## src/rtl/frame_src_sched.sv

```systemverilog
// Frame-source scheduler: arbitrates a shared stream source among NREQ
// requesters. Each winner gets a burst of whole frames, where a frame starts
// at the falling edge of vsync (SOF). Lines are counted on dvalid rising edges.
module frame_src_sched #(
   parameter int NREQ = 4,
   parameter int NFW  = 8
) (
   input  logic                  clk,
   input  logic                  reset,
   input  logic                  vsync,
   input  logic                  dvalid,
   input  logic [NREQ-1:0]       req,
   input  logic [4*NREQ-1:0]     req_src,
   input  logic [NFW*NREQ-1:0]   req_nframes,
   output logic [NREQ-1:0]       grant,
   output logic [3:0]            src_sel,
   output logic                  busy,
   output logic                  frame_start,
   output logic [NREQ-1:0]       frame_done,
   output logic [NFW-1:0]        frame_cnt,
   output logic [10:0]           line_cnt
);

   localparam int OW = (NREQ > 1) ? $clog2(NREQ) : 1;

   typedef enum logic [2:0] {
      IDLE,
      ARB,
      WAIT_SOF,
      STREAM,
      DONE
   } state_t;

   state_t          state;
   logic            vsync_q;
   logic            dvalid_q;
   logic            sof;
   logic            dvalid_rise;
   logic [OW-1:0]   rr_ptr;
   logic [OW-1:0]   owner;
   logic [OW-1:0]   winner;
   logic [OW-1:0]   cand;
   logic [NFW-1:0]  nlat;
   logic            owner_req;
   logic [3:0]      src_arr [NREQ];
   logic [NFW-1:0]  nf_arr  [NREQ];

   assign sof         = vsync_q & ~vsync;
   assign dvalid_rise = dvalid & ~dvalid_q;
   assign busy        = (state != IDLE);
   assign owner_req   = req[owner];

   // Split the packed per-requester fields into indexable arrays.
   for (genvar i = 0; i < NREQ; i++) begin : g_unpack
      assign src_arr[i] = req_src[4*i +: 4];
      assign nf_arr[i]  = req_nframes[NFW*i +: NFW];
   end

   // Wrap-around increment used for the round-robin pointer.
   function automatic logic [OW-1:0] next_idx(input logic [OW-1:0] v);
      if (int'(v) == NREQ - 1) begin
         return '0;
      end else begin
         return v + OW'(1);
      end
   endfunction

   // Round-robin search: scan downward so the set bit closest to rr_ptr wins.
   always_comb begin
      winner = rr_ptr;
      cand   = '0;
      for (int k = NREQ - 1; k >= 0; k--) begin
         cand = OW'((int'(rr_ptr) + k) % NREQ);
         if (req[cand]) begin
            winner = cand;
         end
      end
   end

   // Sync/valid history and the saturating line counter, active in every state.
   always_ff @(posedge clk) begin
      if (reset) begin
         vsync_q  <= 1'b1;
         dvalid_q <= 1'b0;
         line_cnt <= '0;
      end else begin
         vsync_q  <= vsync;
         dvalid_q <= dvalid;
         if (sof) begin
            line_cnt <= dvalid_rise ? 11'd1 : 11'd0;
         end else if (dvalid_rise && (line_cnt != 11'd2047)) begin
            line_cnt <= line_cnt + 11'd1;
         end
      end
   end

   // Burst scheduler FSM with registered grant, select and pulse outputs.
   always_ff @(posedge clk) begin
      if (reset) begin
         state       <= IDLE;
         grant       <= '0;
         src_sel     <= '0;
         frame_start <= 1'b0;
         frame_done  <= '0;
         frame_cnt   <= '0;
         rr_ptr      <= '0;
         owner       <= '0;
         nlat        <= '0;
      end else begin
         frame_start <= 1'b0;
         frame_done  <= '0;
         case (state)
            IDLE: begin
               if (|req) begin
                  state <= ARB;
               end
            end
            ARB: begin
               frame_cnt <= '0;
               if (|req) begin
                  grant   <= NREQ'(1) << winner;
                  owner   <= winner;
                  src_sel <= src_arr[winner];
                  nlat    <= (nf_arr[winner] == '0) ? NFW'(1) : nf_arr[winner];
                  state   <= WAIT_SOF;
               end else begin
                  state <= IDLE;
               end
            end
            WAIT_SOF: begin
               if (!owner_req) begin
                  grant <= '0;
                  state <= IDLE;
               end else if (sof) begin
                  frame_start <= 1'b1;
                  frame_cnt   <= NFW'(1);
                  state       <= STREAM;
               end
            end
            STREAM: begin
               if (sof) begin
                  if ((frame_cnt == nlat) || !owner_req) begin
                     frame_done <= NREQ'(1) << owner;
                     state      <= DONE;
                  end else begin
                     frame_start <= 1'b1;
                     frame_cnt   <= frame_cnt + NFW'(1);
                  end
               end
            end
            DONE: begin
               grant  <= '0;
               rr_ptr <= next_idx(owner);
               state  <= IDLE;
            end
            default: begin
               state <= IDLE;
            end
         endcase
      end
   end

endmodule

```

## config.mk

```make
export PLATFORM = sky130hd
export DESIGN_NAME = frame_src_sched
export DESIGN_NICKNAME = d
export VERILOG_FILES = /design/src/rtl/frame_src_sched.sv
export SDC_FILE = /design/constraint.sdc
export NUM_CORES = 1
export LEC_CHECK = 0
export BUFFER_PORTS_ARGS = -buffer_cell sky130_fd_sc_hd__buf_4
export CAP_MARGIN = 10
export CELL_PAD_IN_SITES_DETAIL_PLACEMENT = 1
export CELL_PAD_IN_SITES_GLOBAL_PLACEMENT = 1
export CORE_MARGIN = 8
export CORE_UTILIZATION = 39
export CTS_CLUSTER_DIAMETER = 150
export DETAILED_ROUTE_END_ITERATION = 10
export PLACE_DENSITY = 0.81
export SLEW_MARGIN = 20
export SYNTH_ARGS = -nofsm -noshare
export SYNTH_HDL_FRONTEND = slang
export SYNTH_SLANG_ARGS = --single-unit
```

## constraint.sdc

```tcl
create_clock -name clk -period 6.16 [get_ports clk]
set_input_delay 1.232 -clock clk [delete_from_list [all_inputs] [get_ports clk]]
set_output_delay 1.232 -clock clk [all_outputs]
set_load 0.05 [all_outputs]
```

==> flow_summary.ini, run 1 <==
[sta]
final-max-slew-violation-count = 0
finalSetupTns_ns = 0
rsz0062_at_grt = false
holdWs_ns = 0.467
fmax_ghz = 0.272
setup_violations = 0
fin_ws_ns = 2.48
fin_crit_ns = 3.68
fin_skew_ns = 0.00769
max-slew-margin-rel_pct = 32.0
hold_violations = 0
fin_crit_sh_pct = 59.7
tightest_slew_ns = 1.02

[global_routing]
grt_usage_pct = 16.9
globalRoute.totalOverflow = 0
grt_pass1_wl_um = 13700
antenna_found_initial = 0
grt_pass1_vias = 2873
grt_start_max_net_pins = 30

[synth]
syn_area_um2 = 2670
synth-compound-area-share_pct = 19.0
syn_inst = 335
yosys.cell_types.count = 53
yosys.area_share.simple_pct = 29.7
synth_edf_count = 0
muxShareOfSynthArea_pct = 2.35
synth_top_family_by_area = simple AND/OR/NAND/NOR gates
synth_top_area_share_pct = 36.8
ys_seq_elements = 49
syn_avg_cell_area_um2 = 7.96
synth_nets = 394
yosys.area.top_type = dfxtp_1
ys_warn_count = 0
synth_seq_area_share_pct = 36.8
synthAdderAreaFrac_pct = 1.41
synth_flop_cell = dfxtp_1
synthArstFlopShare_pct = 0
yosys-top-cells-area = dfxtp_1 37%, nand2_1 9.3%, nand3_1 5.3%
ys_top_cells_by_count = 66 x nand2_1, 49 x dfxtp_1, 36 x nor2_1, 28 x nand3_1, 18 x a21oi_1
yosysMostFrequentCell = nand2_1
synth_xor_area_share_pct = 6.90

[drt]
drc = 0
drt_iter0_drc = 74
drt_first_pass_iters = 4
wl_per_cell_um = 16.5
ant_nets = 0
vias = 2661
vias_per_cell = 5.38
wl_um = 8180

[critical_path]
cp_num_buf_inv = 1
path_class = primary input to flop
cp.arrival_ns = 3.91
crit_path_end_kind = flop
cp-start-kind = primary input
crit_family = compound AO/OA/AOI/OAI gates
critical_path_peak_fanout = 21
crit_required_ns = 6.39
critPathMaxStageDelay_ns = 0.66
crit_path_top_delay_cell = nand2_1
crit_chain = buf_4, nor2b_1, o21ai_1, nand2_1, a221o_1, a22oi_1, nand4b_1, a311oi_1

[flow_run]
maxCapViolCount = 0

[outcome]
status = complete, no violations

[clocking]
cts_sinks = 49
cts_buffer_depth = 2
cts_hold_buf = 0
cts.clk_slew.worst_paths_ns = 0.09
cts_tree = built
post_cts_resized = 0
cts-root-buf = clkbuf_8
postCtsSetupRepairBufs = 0
htree_num_levels = 2
insertion_delay_ns = 0.31
numCtsBuffers = 5

[floorplan]
die_w_um = 98.7
dieArea_um2 = 9730
design.core.area_um2 = 6720
die_h_um = 98.7
num_rows = 30
initial_core_util_pct = 39.7
boundaryPins = 89

[power]
ir_drop_mv = 0.0894
powerDensity_nw_per_um2 = 247
p_leak_nw = 1.46

[cells_and_area]
layout.nets = 473
syn2layout_area_growth_pct = 29.8
fillers = 832
drive_above_1_share_pct = 26.3
fin_util_pct = 51.5
antenna_cells = 0
instances_no_fill = 495

[placement]
gp_congestion = 0.779
pre_cts_ws_ns = 2.17
hpwl_um = 6280
io_buffers = 88
dp.cells = 487

[worst_hold_path]
hp-class = flop to flop
## path summary, 6_finish.rpt
check / cells after the start / slack [ns] / endpoint / startpoint
worst max-delay path: 8 / 2.48 / nlat[0] / req[2]
worst min-delay path: 2 / 0.47 / src_sel[3] / src_sel[3]
worst max register to register: 7 / 3.20 / nlat[0] / rr_ptr[0]
worst min register to register: 2 / 0.47 / src_sel[3] / src_sel[3]
## worst register-to-register path, stage by stage, from the launching register on
cell,delay (ns)
dfxtp_1,0.39
nor2b_1,0.09
o21ai_1,0.61
nand2_1,0.66
a221o_1,0.54
a22oi_1,0.21
nand4b_1,0.13
a311oi_1,0.25
## kinds of logic (layout without fill, tap and decap cells)
kind of cell / Yosys count / in the layout
muxes: 5 / 5
AOI/OAI and AO/OA: 65 / 65
xor gates and xnor gates: 21 / 21
adders and majority gates: 3 / 3
DFF: 49 / 49
and+or+nand+nor: 172 / 172
buffers and inverters: 20 / 100
## per-stage QoR
step | cell area [um^2] | power (W)
3_3_place_gp | 3340 | 0.000614
4_1_cts | 3460 | 0.000862
5_1_grt | 3460 | 0.000898
3_5_place_dp | 3340 | 0.000620
2_1_floorplan | 2670 | 0.000542
6_report | 3460 | 0.000856
## layout make-up
class	instances	area, um^2	share of cell area (%)
multi-input combinational	266	1580	45.8
sequential	49	981	28.4
timing repair buffer	88	661	19.1
tap	80	100	2.89
clock buffer	6	82.6	2.39
clock inverter	2	37.5	1.08
inverter	4	15.0	0.434
## report_power, final
part	switching, W	internal (W)
combinational	0.000154	0.0000964
sequential	0.0000238	0.000338
clock	0.000111	0.000132
total	0.000289	0.000567
## per-layer routing
metal	routed length, um	vias to the layer above	track usage [%]
li1	-	1329	-
met1	3490	1272	18.6
met2	4240	50	30.7
met3	333	10	3.95
met4	114	0	5.90
met5	0	-	0
## registers in the layout, indices dropped and copies added, names as in the netlist
register     flops
owner            2
frame_cnt        8
dvalid_q         1
frame_start      1
state            3
nlat             8
rr_ptr           2
line_cnt        11
vsync_q          1
grant            4
src_sel          4
frame_done       4
## cell usage in the layout (no fill, tap or decap), types with 2 or more instances in the layout
cell,count
and3_1,5
nor4_1,2
nor2_1,36
mux2i_1,4
or3_1,2
a21oi_1,18
buf_4,88
nand2b_1,4
inv_1,4
xnor2_1,11
and2_1,8
a221o_1,6
nor3_1,4
a211oi_1,3
xor2_1,10
nor2b_1,7
dfxtp_1,49
nand4_1,4
nand3_1,28
a22oi_1,5
o211ai_1,4
ha_1,3
nand2_1,66
clkbuf_8,6
o21a_1,2
a31oi_1,2
a21oi_2,2
o21ai_0,8
a2bb2oi_1,2
No activity file was read; power rests on OpenSTA's default activity.
==> run 2, diff against run 1 <==
--- a/config.mk
+++ b/config.mk
@@ -5,15 +5,16 @@
 export SDC_FILE = /design/constraint.sdc
 export NUM_CORES = 1
 export LEC_CHECK = 0
+export ABC_AREA = 1
 export BUFFER_PORTS_ARGS = -buffer_cell sky130_fd_sc_hd__buf_4
 export CAP_MARGIN = 10
 export CELL_PAD_IN_SITES_DETAIL_PLACEMENT = 1
 export CELL_PAD_IN_SITES_GLOBAL_PLACEMENT = 1
 export CORE_MARGIN = 8
-export CORE_UTILIZATION = 39
+export CORE_UTILIZATION = 36
 export CTS_CLUSTER_DIAMETER = 150
 export DETAILED_ROUTE_END_ITERATION = 10
-export PLACE_DENSITY = 0.81
+export PLACE_DENSITY = 0.77
 export SLEW_MARGIN = 20
 export SYNTH_ARGS = -nofsm -noshare
 export SYNTH_HDL_FRONTEND = slang
==> constraint.sdc (replaced) <==
create_clock -name clk -period 3.7 [get_ports clk]
set_input_delay 0.74 -clock clk [delete_from_list [all_inputs] [get_ports clk]]
set_output_delay 0.74 -clock clk [all_outputs]
set_load 0.05 [all_outputs]
==> run 2 against run 1 <==
Net effect:
- critical path depth is 8 higher
- sequential share of layout area is 2.4 points lower
- design area rose by 9.2%
- sequential power rose by 88%
- first-iteration DRC count is 18% higher
==> flow_summary.ini, run 2 <==
[floorplan]
die_w_um = 106
num_rows = 33
initial_core_util_pct = 36.6
boundaryPins = 89
design.core.area_um2 = 8050
die_h_um = 106
dieArea_um2 = 11300

[cells_and_area]
multi_input_area_um2 = 1690
fin_util_pct = 46.9
design_area_um2 = 3780
antenna_cells = 0
instances_no_fill = 622
regMostFlops = line_cnt
biggestRegsByFlops = line_cnt x11, frame_cnt x8, nlat x8
layout.nets = 575
regArea_um2 = 981
fillers = 1075
largest_reg_flops = 11
final_cell_mix = 107 x nand2_1, 88 x buf_4, 49 x dfxtp_1
final_common_cell = nand2_1
syn2layout_area_growth_pct = 28.4
drive_above_1_share_pct = 25.9

[synth]
ys_seq_elements = 49
yosys.cell_types.count = 39
synth_flop_cell = dfxtp_1
syn_inst = 432
synth-compound-area-share_pct = 14.4
yosys.area.top_type = dfxtp_1
synthAdderAreaFrac_pct = 1.28
synthArstFlopShare_pct = 0
ys_top_cells_by_count = 107 x nand2_1, 49 x dfxtp_1, 43 x inv_1, 40 x nor2_1
muxShareOfSynthArea_pct = 0
synth_xor_area_share_pct = 2.98
yosys.area_share.simple_pct = 38.5
synth_nets = 491
synth_seq_area_share_pct = 33.3
syn_avg_cell_area_um2 = 6.81
synth_top_family_by_area = simple AND/OR/NAND/NOR gates
yosys-top-cells-area = dfxtp_1 33%, nand2_1 14%, inv_1 5.5%
synth_edf_count = 0
yosysMostFrequentCell = nand2_1
ys_warn_count = 0
syn_area_um2 = 2940
synth_top_area_share_pct = 33.3

[sta]
holdWs_ns = 0.472
fin_skew_ns = 0.00518
rsz0062_at_grt = false
fin_crit_ns = 2.43
setup_violations = 0
fin_crit_sh_pct = 65.7
hold_violations = 0
tightest_slew_ns = 0.727
finalSetupTns_ns = 0
fmax_ghz = 0.411
max-slew-margin-rel_pct = 51.1
final-max-slew-violation-count = 0

[critical_path]
crit_family = simple AND/OR/NAND/NOR gates
crit_chain = nand2_1, nand3_1, nand2_1, inv_1, nand2_2, nand2_4, nand2_4, nand2_4, nand2_4, nand3_1, nand2_1, nor2_1, nand2_1, nor2_1, nand2_1, a21oi_2
crit_required_ns = 3.94
critPathMaxStageDelay_ns = 0.65
crit_path_top_delay_cell = dfxtp_1
critical_path_peak_fanout = 20
crit_path_end_kind = flop
cp_num_buf_inv = 1
cp.arrival_ns = 2.67
path_class = flop to flop
cp-start-kind = flop
crit_top_cell = nand2_1

[drt]
vias = 3136
drc = 0
drt_iter0_drc = 87
wl_per_cell_um = 14.7
ant_nets = 0
drt_first_pass_iters = 4
vias_per_cell = 5.04
wl_um = 9150

[power]
powerDensity_nw_per_um2 = 500
p_leak_nw = 1.76
ir_drop_mv = 0.341

[placement]
hpwl_um = 7330
dp.cells = 613
io_buffers = 88
gp_congestion = 0.786
place_area_um2 = 3660

[global_routing]
globalRoute.totalOverflow = 0
grt_start_max_net_pins = 26
grt_pass1_wl_um = 15600
grt_pass1_vias = 3394
antenna_found_initial = 0
grt_usage_pct = 16.2

[clocking]
insertion_delay_ns = 0.30
cts-root-buf = clkbuf_8
numCtsBuffers = 5
cts_sinks = 49
cts_buffer_depth = 2
cts_tree = built
cts_hold_buf = 0
postCtsSetupRepairBufs = 0
htree_num_levels = 2
post_cts_resized = 0
cts.clk_slew.worst_paths_ns = 0.09

[flow_run]
maxCapViolCount = 0

[worst_hold_path]
hp-class = flop to flop

[outcome]
status = complete, no violations
run 2: layout make-up:
cell class / instances / area share, %
multi-input cells: 320 / 44.7
flip-flops and latches: 49 / 26.0
repair buffers: 89 / 17.8
inverters: 51 / 5.33
well taps: 105 / 3.48
clock buffers: 7 / 2.55
clock inverters: 1 / 0.132
run 2: logic make-up (layout without fill, tap and decap cells):
| group | Yosys count | after routing |
|---|---|---|
| AOI/OAI and AO/OA | 72 | 72 |
| and+or+nand+nor | 235 | 235 |
| adders and majority gates | 3 | 3 |
| xor gates and xnor gates | 10 | 10 |
| DFF | 49 | 49 |
| buffers and inverters | 63 | 148 |
run 2: tightest hold or removal path, delay by kind of cell (launching register included):
family	cells	cell delay [ns]
AOI/OAI and AO/OA	1	0.05
and+or+nand+nor	1	0.06
DFF	1	0.32
run 2: through the flow:
| step | worst slack [ns] | total power (W) |
|---|---|---|
| 6_report | 1.27 | 0.00189 |
| 2_1_floorplan | 1.62 | 0.00129 |
| 4_1_cts | 1.15 | 0.00190 |
| 5_1_grt | 0.983 | 0.00204 |
| 3_5_place_dp | 0.816 | 0.00154 |
| 3_3_place_gp | 0.866 | 0.00152 |
run 2: worst paths after layout:
check / start / endpoint / slack, ns / cells after the start
setup / recovery: rr_ptr[0] / nlat[0] / 1.27 / 16
hold / removal: grant[2] / grant[2] / 0.47 / 2
setup reg to reg: rr_ptr[0] / nlat[0] / 1.27 / 16
hold reg to reg: grant[2] / grant[2] / 0.47 / 2
run 2: power breakdown:
group | internal, W | leakage (nW) | switching [W]
logic | 0.000289 | 1.30 | 0.000569
clock network | 0.000169 | 0.0542 | 0.000182
registers | 0.000608 | 0.399 | 0.0000718
run 2: routing by layer:
metal	track usage, %	wire [um]	part of all wire (%)
met5	0	0	0
met4	1.81	38	0.42
met3	4.84	465	5.1
met2	29.4	4540	50
met1	18.9	4110	45
